`config.mk`:
```
export PLATFORM = sky130hd
export DESIGN_NAME = fb_read_arbiter_flat
export DESIGN_NICKNAME = d
export VERILOG_FILES = /design/src/rtl/fb_arb_pkg.sv /design/src/rtl/fb_read_arbiter_if.sv /design/src/rtl/rr_arbiter.sv /design/src/rtl/fb_read_arbiter.sv /design/src/flat_wrapper.sv
export SDC_FILE = /design/constraint.sdc
export NUM_CORES = 1
export LEC_CHECK = 0
export ABC_AREA = 0
export CAP_MARGIN = 40
export CORE_UTILIZATION = 23
export CTS_CLUSTER_SIZE = 8
export DETAILED_ROUTE_END_ITERATION = 8
export PLACE_DENSITY = 0.51
export SYNTH_ARGS = -nofsm -noshare
export SYNTH_HDL_FRONTEND = slang
export SYNTH_SLANG_ARGS = --single-unit
```
`constraint.sdc`:
```
create_clock -name clk -period 5.73 [get_ports clk]
set_input_delay 0.8595 -clock clk [delete_from_list [all_inputs] [get_ports clk]]
set_output_delay 0.8595 -clock clk [all_outputs]
set_load 0.05 [all_outputs]
```
`src/rtl/fb_arb_pkg.sv`:
```
// Shared types and constants for the frame-buffer read arbiter.
// Latency: n/a (types only). Backpressure: n/a.
// Contents: default frame geometry, RGB565 pixel type, read-tag struct, one-hot helper.
package fb_arb_pkg;

    localparam int IMG_WIDTH_DEF  = 160;
    localparam int IMG_HEIGHT_DEF = 120;
    localparam int PIXELS         = IMG_WIDTH_DEF * IMG_HEIGHT_DEF;

    // Requester id width covers the largest supported requester count (8).
    localparam int ID_W = 3;

    typedef logic [15:0] rgb565_t;

    typedef struct packed {
        logic            valid;
        logic [ID_W-1:0] id;
    } rd_tag_t;

    function automatic logic [7:0] id_to_onehot(input logic [ID_W-1:0] id);
        return 8'd1 << id;
    endfunction

endpackage

```
`src/rtl/fb_read_arbiter_if.sv`:
```
// Bundles the requester side and frame-buffer side signals of fb_read_arbiter.
// Latency: n/a (wiring only). Backpressure: requesters hold req until gnt.
// Optional FB_ARB_STATS_EN adds stall_cnt / grant_cnt statistics outputs.
interface fb_read_arbiter_if #(
    parameter int NUM_REQ    = 4,
    parameter int ADDR_WIDTH = 15
);
    import fb_arb_pkg::*;

    logic                          arb_en;
    logic [NUM_REQ-1:0]            req;
    logic [NUM_REQ*ADDR_WIDTH-1:0] req_addr;
    logic [NUM_REQ-1:0]            gnt;
    logic                          fb_re;
    logic [ADDR_WIDTH-1:0]         fb_addr;
    rgb565_t                       fb_rdata;
    logic [NUM_REQ-1:0]            rvalid;
    rgb565_t                       rdata;
    logic                          busy;
    logic                          addr_err;
`ifdef FB_ARB_STATS_EN
    logic [NUM_REQ*16-1:0]         stall_cnt;
    logic [31:0]                   grant_cnt;
`endif

    // master: requesters + frame-buffer model; slave: the arbiter.
    modport master (
        output arb_en, req, req_addr, fb_rdata,
        input  gnt, fb_re, fb_addr, rvalid, rdata, busy, addr_err
`ifdef FB_ARB_STATS_EN
        , input stall_cnt, grant_cnt
`endif
    );

    modport slave (
        input  arb_en, req, req_addr, fb_rdata,
        output gnt, fb_re, fb_addr, rvalid, rdata, busy, addr_err
`ifdef FB_ARB_STATS_EN
        , output stall_cnt, grant_cnt
`endif
    );

endinterface

```
`src/rtl/rr_arbiter.sv`:
```
// Combinational round-robin winner select: lowest index at or above ptr, wrapping.
// Latency: 0 cycles. Backpressure: none; losers simply see gnt=0.
// Ports: req (requests), ptr (priority start), gnt (one-hot), gnt_id, gnt_vld.
module rr_arbiter #(
    parameter int NUM_REQ = 4,
    parameter int PTR_W   = $clog2(NUM_REQ)
) (
    input  logic [NUM_REQ-1:0] req,
    input  logic [PTR_W-1:0]   ptr,
    output logic [NUM_REQ-1:0] gnt,
    output logic [PTR_W-1:0]   gnt_id,
    output logic               gnt_vld
);

    logic [PTR_W-1:0] idx;

    // Scan offsets from farthest to nearest so the nearest requester at or
    // above ptr overwrites any earlier candidate.
    always_comb begin
        gnt     = '0;
        gnt_id  = '0;
        gnt_vld = 1'b0;
        idx     = '0;
        for (int k = NUM_REQ - 1; k >= 0; k--) begin
            idx = PTR_W'((int'(ptr) + k) % NUM_REQ);
            if (req[idx]) begin
                gnt      = '0;
                gnt[idx] = 1'b1;
                gnt_id   = idx;
                gnt_vld  = 1'b1;
            end
        end
    end

endmodule

```
`src/rtl/fb_read_arbiter.sv`:
```
// Round-robin arbiter sharing one frame-buffer read port among NUM_REQ requesters.
// Latency: gnt same cycle, fb_re/fb_addr +1, rvalid/rdata +2+RD_LATENCY; one grant per cycle.
// Backpressure: req held until gnt; arb_en=0 blocks new grants while in-flight reads drain.
// Ports: clk, reset (async, active-low), bus (fb_read_arbiter_if.slave).
// Optional macro FB_ARB_STATS_EN adds per-requester stall counters and a grant counter.
module fb_read_arbiter
    import fb_arb_pkg::*;
#(
    parameter int NUM_REQ    = 4,
    parameter int IMG_WIDTH  = 160,
    parameter int IMG_HEIGHT = 120,
    parameter int ADDR_WIDTH = $clog2(IMG_WIDTH * IMG_HEIGHT),
    parameter int RD_LATENCY = 1
) (
    input  logic               clk,
    input  logic               reset,
    fb_read_arbiter_if.slave   bus
);

    localparam int PIX   = IMG_WIDTH * IMG_HEIGHT;
    localparam int PTR_W = $clog2(NUM_REQ);
    localparam int NSTG  = RD_LATENCY + 1;

    logic [PTR_W-1:0]      rr_ptr_q, rr_ptr_d;
    logic                  fb_re_q, fb_re_d;
    logic [ADDR_WIDTH-1:0] fb_addr_q, fb_addr_d;
    logic [NUM_REQ-1:0]    rvalid_q, rvalid_d;
    rgb565_t               rdata_q, rdata_d;
    logic                  addr_err_q, addr_err_d;
    rd_tag_t               tag_q [NSTG];
    rd_tag_t               tag_d [NSTG];

    logic [NUM_REQ-1:0]    arb_req;
    logic [NUM_REQ-1:0]    win_gnt;
    logic [PTR_W-1:0]      win_id;
    logic                  win_vld;
    logic [ADDR_WIDTH-1:0] sel_addr;
    logic                  addr_bad;
    logic                  tag_any;

    // Reset is folded in so gnt is low while reset is asserted.
    assign arb_req = bus.req & {NUM_REQ{bus.arb_en & reset}};

    rr_arbiter #(
        .NUM_REQ (NUM_REQ),
        .PTR_W   (PTR_W)
    ) u_rr (
        .req     (arb_req),
        .ptr     (rr_ptr_q),
        .gnt     (win_gnt),
        .gnt_id  (win_id),
        .gnt_vld (win_vld)
    );

    assign bus.gnt  = win_gnt;
    assign sel_addr = bus.req_addr[int'(win_id) * ADDR_WIDTH +: ADDR_WIDTH];
    assign addr_bad = win_vld && (32'(sel_addr) >= 32'(PIX));

    always_comb begin
        rr_ptr_d   = rr_ptr_q;
        fb_re_d    = win_vld;
        fb_addr_d  = fb_addr_q;
        addr_err_d = addr_err_q | addr_bad;
        rvalid_d   = '0;
        rdata_d    = rdata_q;
        tag_any    = 1'b0;

        if (win_vld) begin
            rr_ptr_d  = (int'(win_id) == NUM_REQ - 1) ? '0 : win_id + 1'b1;
            // Out-of-range pixel addresses read pixel 0 instead of wrapping.
            fb_addr_d = addr_bad ? '0 : sel_addr;
        end

        // Tag stage s lines up with the frame buffer s cycles after fb_re;
        // the last stage coincides with valid fb_rdata.
        tag_d[0] = '{valid: win_vld, id: ID_W'(win_id)};
        for (int s = 1; s < NSTG; s++) begin
            tag_d[s] = tag_q[s-1];
        end
        for (int s = 0; s < NSTG; s++) begin
            tag_any = tag_any | tag_q[s].valid;
        end

        if (tag_q[NSTG-1].valid) begin
            rvalid_d = NUM_REQ'(id_to_onehot(tag_q[NSTG-1].id));
            rdata_d  = bus.fb_rdata;
        end
    end

    always_ff @(posedge clk or negedge reset) begin
        if (!reset) begin
            rr_ptr_q   <= '0;
            fb_re_q    <= 1'b0;
            fb_addr_q  <= '0;
            rvalid_q   <= '0;
            rdata_q    <= '0;
            addr_err_q <= 1'b0;
            for (int s = 0; s < NSTG; s++) begin
                tag_q[s] <= '0;
            end
        end else begin
            rr_ptr_q   <= rr_ptr_d;
            fb_re_q    <= fb_re_d;
            fb_addr_q  <= fb_addr_d;
            rvalid_q   <= rvalid_d;
            rdata_q    <= rdata_d;
            addr_err_q <= addr_err_d;
            for (int s = 0; s < NSTG; s++) begin
                tag_q[s] <= tag_d[s];
            end
        end
    end

    assign bus.fb_re    = fb_re_q;
    assign bus.fb_addr  = fb_addr_q;
    assign bus.rvalid   = rvalid_q;
    assign bus.rdata    = rdata_q;
    assign bus.addr_err = addr_err_q;
    assign bus.busy     = fb_re_q | tag_any;

`ifdef FB_ARB_STATS_EN
    logic [NUM_REQ-1:0][15:0] stall_cnt_q, stall_cnt_d;
    logic [31:0]              grant_cnt_q, grant_cnt_d;

    // Stall counts raw req, so cycles blocked by arb_en=0 also count.
    always_comb begin
        stall_cnt_d = stall_cnt_q;
        grant_cnt_d = grant_cnt_q + {31'd0, win_vld};
        for (int i = 0; i < NUM_REQ; i++) begin
            if (bus.req[i] && !win_gnt[i] && stall_cnt_q[i] != 16'hFFFF) begin
                stall_cnt_d[i] = stall_cnt_q[i] + 16'd1;
            end
        end
    end

    always_ff @(posedge clk or negedge reset) begin
        if (!reset) begin
            stall_cnt_q <= '0;
            grant_cnt_q <= '0;
        end else begin
            stall_cnt_q <= stall_cnt_d;
            grant_cnt_q <= grant_cnt_d;
        end
    end

    assign bus.stall_cnt = stall_cnt_q;
    assign bus.grant_cnt = grant_cnt_q;
`endif

endmodule
```
`src/flat_wrapper.sv`:
```
// flat-port wrapper written by rule: the top's interface ports become plain ports
module fb_read_arbiter_flat import fb_arb_pkg::*;
#(
    parameter int NUM_REQ    = 4,
    parameter int IMG_WIDTH  = 160,
    parameter int IMG_HEIGHT = 120,
    parameter int ADDR_WIDTH = $clog2(IMG_WIDTH * IMG_HEIGHT),
    parameter int RD_LATENCY = 1
)
  (clk, reset, bus_arb_en, bus_req, bus_req_addr, bus_fb_rdata, bus_gnt, bus_fb_re, bus_fb_addr, bus_rvalid, bus_rdata, bus_busy, bus_addr_err);
  fb_read_arbiter_if #(.NUM_REQ(NUM_REQ), .ADDR_WIDTH(ADDR_WIDTH)) bus_i ();
  input  logic clk;
  input  logic reset;
  input wire logic [$bits(bus_i.arb_en)-1:0] bus_arb_en;
  input wire logic [$bits(bus_i.req)-1:0] bus_req;
  input wire logic [$bits(bus_i.req_addr)-1:0] bus_req_addr;
  input wire logic [$bits(bus_i.fb_rdata)-1:0] bus_fb_rdata;
  output wire logic [$bits(bus_i.gnt)-1:0] bus_gnt;
  output wire logic [$bits(bus_i.fb_re)-1:0] bus_fb_re;
  output wire logic [$bits(bus_i.fb_addr)-1:0] bus_fb_addr;
  output wire logic [$bits(bus_i.rvalid)-1:0] bus_rvalid;
  output wire logic [$bits(bus_i.rdata)-1:0] bus_rdata;
  output wire logic [$bits(bus_i.busy)-1:0] bus_busy;
  output wire logic [$bits(bus_i.addr_err)-1:0] bus_addr_err;
  assign bus_i.arb_en = bus_arb_en;
  assign bus_i.req = bus_req;
  assign bus_i.req_addr = bus_req_addr;
  assign bus_i.fb_rdata = bus_fb_rdata;
  assign bus_gnt = bus_i.gnt;
  assign bus_fb_re = bus_i.fb_re;
  assign bus_fb_addr = bus_i.fb_addr;
  assign bus_rvalid = bus_i.rvalid;
  assign bus_rdata = bus_i.rdata;
  assign bus_busy = bus_i.busy;
  assign bus_addr_err = bus_i.addr_err;
  fb_read_arbiter #(.NUM_REQ(NUM_REQ), .IMG_WIDTH(IMG_WIDTH), .IMG_HEIGHT(IMG_HEIGHT), .ADDR_WIDTH(ADDR_WIDTH), .RD_LATENCY(RD_LATENCY)) u_core (.clk(clk), .reset(reset), .bus(bus_i));
endmodule
```
Yosys cells after proc, flatten, opt, wreduce, memory -nomap -nowiden --
Cells that the tools add are included.
Operators by class: shift-type cells 2, multiply operators 1, bitwise gates (word level) 5, reduce and logical (&&, ||, !) cells 5, add/sub/neg operators 4, eq/ne operators 1, mux-type cells 31, $lt $le $gt $ge 9
Operator list (number):
- $shiftx A60 B32 Y15 | 1
- $mux W4 | 5
- $ge A15 B15 Y1 const B | 1
- $mux W15 | 1
- $lt A2 B3 Y1 const B | 4
- $mux W1 | 12
- $mux W2 | 5
- $bmux W1 S2 | 4
- $demux W1 S2 | 4
- $ge A2 B1 Y1 const B | 4
- $mul A2 B4 Y6 const B | 1
- $logic_and A1 B1 Y1 | 5
- $add A2 B1 Y2 const B | 2
- $add A2 B2 Y2 const B | 2
- $and A4 B4 Y4 | 1
- $shl A1 B2 Y4 const A | 1
- $or A1 B1 Y1 | 3
- $eq A2 B1 Y1 const B | 1
- $and A1 B1 Y1 | 1
Storage, ports and cells: input port bits 83, flip-flop bits (word level) 44, word-level logic and storage cells 67, output and inout port bits 42

Logic depth before layout (Yosys ltp) --
word-level depth 13, gate-level depth with buffers 11, depth with buffers taken out 9

Modules after synthesis --
Synthesis repeated with hierarchy kept, for this count alone.
Unflattened totals: cell total of the unflattened synthesis 208, area, all modules 2616.3 um2
By module, submodules not included:
- fb_read_arbiter | area each 2107.0 um2, cells an instance 147, times used 1
- rr_arbiter | area each 509.2 um2, cells an instance 61, times used 1

Least setup slack after synthesis --
Ideal clock, no wire load.
kind input to output, start point in bus_req[0], end point out bus_gnt[0], required time 4.871 ns, stages on the path 5, path slack 2.693 ns, arrival 2.177 ns, buffers on the path 0, cell sequence mux2i_1 > nor2_1 > or3_1 > a21oi_1 > a221o_1
Between the ends: cells in the longest elaborated chain, start to end 7
Ends and longest elaborated chain:
- from (decl) | RTL line flat_wrapper.sv:15 | input wire logic [$bits(bus_i.req)-1:0] bus_req;
- $and A4 B4 Y4 (*) | RTL line fb_read_arbiter.sv:42 | assign arb_req = bus.req & {NUM_REQ{bus.arb_en & reset}};
- $bmux W1 S2 | RTL line rr_arbiter.sv:26 | if (req[idx]) begin
- $mux W1 (implied by the code) | RTL line rr_arbiter.sv:26
- $mux W4 (3 in series) | RTL line rr_arbiter.sv:26
- $mux W4 (*) | RTL line rr_arbiter.sv:26
- to (decl) | RTL line flat_wrapper.sv:18 | output wire logic [$bits(bus_i.gnt)-1:0] bus_gnt;
Every way passes the cells marked *; elsewhere a longest branch is shown, timed or not. The select of a mux whose other input is x is not followed.

Worst setup path in the final report --
start point reg u_core.rr_ptr_q[0], end point out bus_gnt[3]
Between the ends: cells in the longest elaborated chain, start to end 9
Ends and longest elaborated chain:
- from (decl) | RTL line fb_read_arbiter.sv:24 | logic [PTR_W-1:0] rr_ptr_q, rr_ptr_d;
- from (signal assigned) | RTL line fb_read_arbiter.sv:102 | rr_ptr_q <= rr_ptr_d;
- $add A2 B2 Y2 | RTL line rr_arbiter.sv:25 | idx = PTR_W'((int'(ptr) + k) % NUM_REQ);
- $lt A2 B3 Y1 (implied by the code) or $ge A2 B1 Y1 (tied branches) | RTL line rr_arbiter.sv:28 | gnt[idx] = 1'b1;
- $logic_and A1 B1 Y1 (implied by the code) | RTL line rr_arbiter.sv:28
- $mux W1 (implied by the code) | RTL line rr_arbiter.sv:28
- $demux W1 S2 | RTL line rr_arbiter.sv:28
- $mux W4 (3 in series) | RTL line rr_arbiter.sv:26
- $mux W4 (*) | RTL line rr_arbiter.sv:26
Marks and branches as above.

==> impl_metrics.yaml <==
setup_path:
  r2r_start: "u_core.rr_ptr_q[0]"
  crit_chain: "inv_1, ha_1, nand3b_1, o2bb2ai_1, nor2b_1, a22oi_1, nor2_1, a221o_1, clkdlybuf4s50_1"
  slowest_delay_ps: 700
  startpoint: "u_core.rr_ptr_q[0]"
  critPathLaunchType: "flop"
  crit_family: "buffers and inverters"
  required_ps: 4870
  critPathBufInv: 2
  worstPathMaxFanout: 12
  crit_type: "flop to primary output"
  rr_worst_depth: 9
  r2r-end: "u_core.bus.fb_addr[14]"
  critPathArrivalTime_ps: 3360
  worstSetupEndpoint: "bus_gnt[3]"
  worst-path-stages: 9
  reg2reg_slack_ps: 2020
  cp_slowest_cell: "clkdlybuf4s50_1"
  cp-end-kind: "primary output"
route:
  drc: 0
  ant_nets: 0
  drtIter0Drc: 98
  wl_mm: 7.61
  num_vias: 2409
  wire_per_inst_um: 15.0
  drtPass1Iterations: 4
  via_per_inst: 4.75
synth:
  async_flop_share_pct: 100
  synth_top_area_share_pct: 41.8
  synth_seq_cells: 44
  synth_edf_count: 0
  synth_fp_nets: 335
  ys_seq_area_share_pct: 41.8
  synth_area_mm2: 0.00263
  yosys.area.top_type: "dfrtp_1"
  ys.flop_type: "dfrtp_1"
  syn_avg_cell_area_um2: 10.6
  synthTopCellsByArea: "dfrtp_1 (42%), mux2_2 (19%), nand2_1 (5.0%)"
  netlist_instances: 248
  yosysUniqueCellTypes: 46
  ys_warn_count: 0
global_route:
  grt_antenna_before_repair: 0
  top_usage_layer: "met2"
  grtUsageMet2_pct: 22.2
  grt_max_degree: 32
  grt_pass1_wl_mm: 11.8
  gr-usage-all-layers_pct: 12.9
  grt-ovfl-total: 0
  grt_use_met3_pct: 4.12
  met1_usage_pct: 15.4
  grt_pass1_vias: 2410
sta:
  holdWs_ps: 350
  drv_slew: 0
  finalHoldViolCount: 0
  rsz0062_at_grt: "false"
  tns_ps: 0
  finalSetupViolCount: 0
  slew_headroom_pct: 48.1
  finalCriticalPeriod_ps: 4220
  max_clock_freq_ghz: 0.237
  worstMarginPinSlew_ps: 779
  fin_crit_sh_pct: 73.6
  timing.final.ws_setup_ps: 1510
  fin_worst_skew_ps: 4.75
layout:
  final_nets: 453
  seq_area_mm2: 0.00110
  fill_cells: 1123
  final_util_pct: 37.7
  antenna_cells: 0
  final_common_cell: "clkdlybuf4s50_1"
  drive_gt1_share_pct: 17.7
  syn2layout_area_growth_pct: 57.2
  layout_common_cells: "clkdlybuf4s50_1 (123), mux2_2 (44), dfrtp_1 (44)"
  fin_area_mm2: 0.00414
  multi_input_area_mm2: 0.00143
flow_run:
  maxCapViolations: 0
power:
  power_density_mw_per_mm2: 390
  power_switching_w: 0.000687
  p_int_w: 0.000926
  swShare_pct: 42.6
  power_frac_seq_pct: 27.7
  p_clk_share_pct: 20.7
  p_leak_nw: 1.66
  irDropWorstVdd_uv: 164
  p_comb_share_pct: 51.6
clock_tree:
  cts.sinks: 44
  tritoncts: "done"
  cts_root_buffer: "clkbuf_16"
  htreeDepth: 2
  path_clk_slew_ps: 70
  tritoncts.num_buffers: 5
  cts_resized: 0
  clockBufferDepth: 2
  cts-hold-fix-buffers: 0
  cts_setup_buffers: 0
  clkLatencyLatePin_ps: 280
placed_design:
  pre_cts_ws_ps: 1510
  dpl_cell_area_mm2: 0.00397
  dp_hpwl_mm: 5.66
  io_buffers: 124
  place.gp.congestion: 0.790
floorplan:
  initial_core_util_pct: 24.0
  pin_count: 125
  die-area_mm2: 0.0119
  fp.dieW_um: 109
  row_count: 38
  die-height_um: 109
  core_region_area_mm2: 0.0110
worst_hold_path:
  worstHoldPathType: "flop to flop"
run_status:
  status: "finished, final reports clean"
layer usage:
layer  part of all wire (%)  vias up
li1                       -     1156
met5                      0        -
met4                   0.74        0
met3                    9.9        4
met2                     46      110
met1                     43     1139
Yosys cell counts, types with 4 or more instances:
master and number:
clkbuf_1 6, nor2_1 10, buf_2 4, mux2_2 44
nand3_1 16, a32oi_1 14, a22oi_1 4, dfrtp_1 44
inv_1 4, a221o_1 4, a21o_1 6, nand2_1 35
a211oi_1 4, mux2i_1 4, ha_1 4
metrics by stage:
stage	total power, W	instances
floorplan	0.00100	248
global placement	0.00129	499
detailed placement	0.00129	499
CTS	0.00164	507
global route	0.00170	507
finish	0.00161	507
logic make-up (layout without fill, tap and decap cells):
family	Yosys count	count (layout)	synth area share (%)
fa+ha+maj	4	4	1.90
mux	54	54	23.9
compound gates	48	48	14.6
buf+inv	20	139	4.04
flops	44	44	41.8
xor+xnor	1	1	0.333
simple gates	77	77	13.5
how the worst min path moves through the flow:
| stage | cells after the start | startpoint | endpoint |
|---|---|---|---|
| finish | 0 | u_core.tag_d[0] | u_core.tag_q[0] |
| global route | 0 | u_core.tag_d[0] | u_core.tag_q[0] |
| CTS | 0 | u_core.tag_d[1] | u_core.tag_q[1] |
| detailed placement | 0 | u_core.tag_d[0] | u_core.tag_q[0] |
| global placement | 0 | u_core.tag_d[0] | u_core.tag_q[0] |
| floorplan | 0 | u_core.tag_d[0] | u_core.tag_q[0] |
power groups by stage:
stage / Clock (W) / Sequential [W] / Combinational (W)
after detailed placement: 0 / 0.000454 / 0.000838
final: 0.000334 / 0.000447 / 0.000833
after CTS: 0.000346 / 0.000448 / 0.000841
after global placement: 0 / 0.000449 / 0.000839
after floorplan: 0 / 0.000692 / 0.000311
after global routing: 0.000356 / 0.000461 / 0.000879
final cells by class:
class                           count  area share, %
Clock inverter                      3           1.12
Clock buffer                        5           3.02
Inverter                            6          0.544
Timing Repair Buffer              125           30.0
Multi-Input combinational cell    184           34.4
Sequential cell                    44           26.6
Tap cell                          140           4.23
sequential cells by signal, indices dropped and copies added, names as in the netlist:
signal               flops
u_core.tag_q             3
u_core.bus.fb_re         1
u_core.bus.addr_err      1
u_core.tag_d             2
u_core.bus.rdata        16
u_core.bus.rvalid        4
u_core.rr_ptr_q          2
u_core.bus.fb_addr      15
Power figures use the tool's default switching activity.
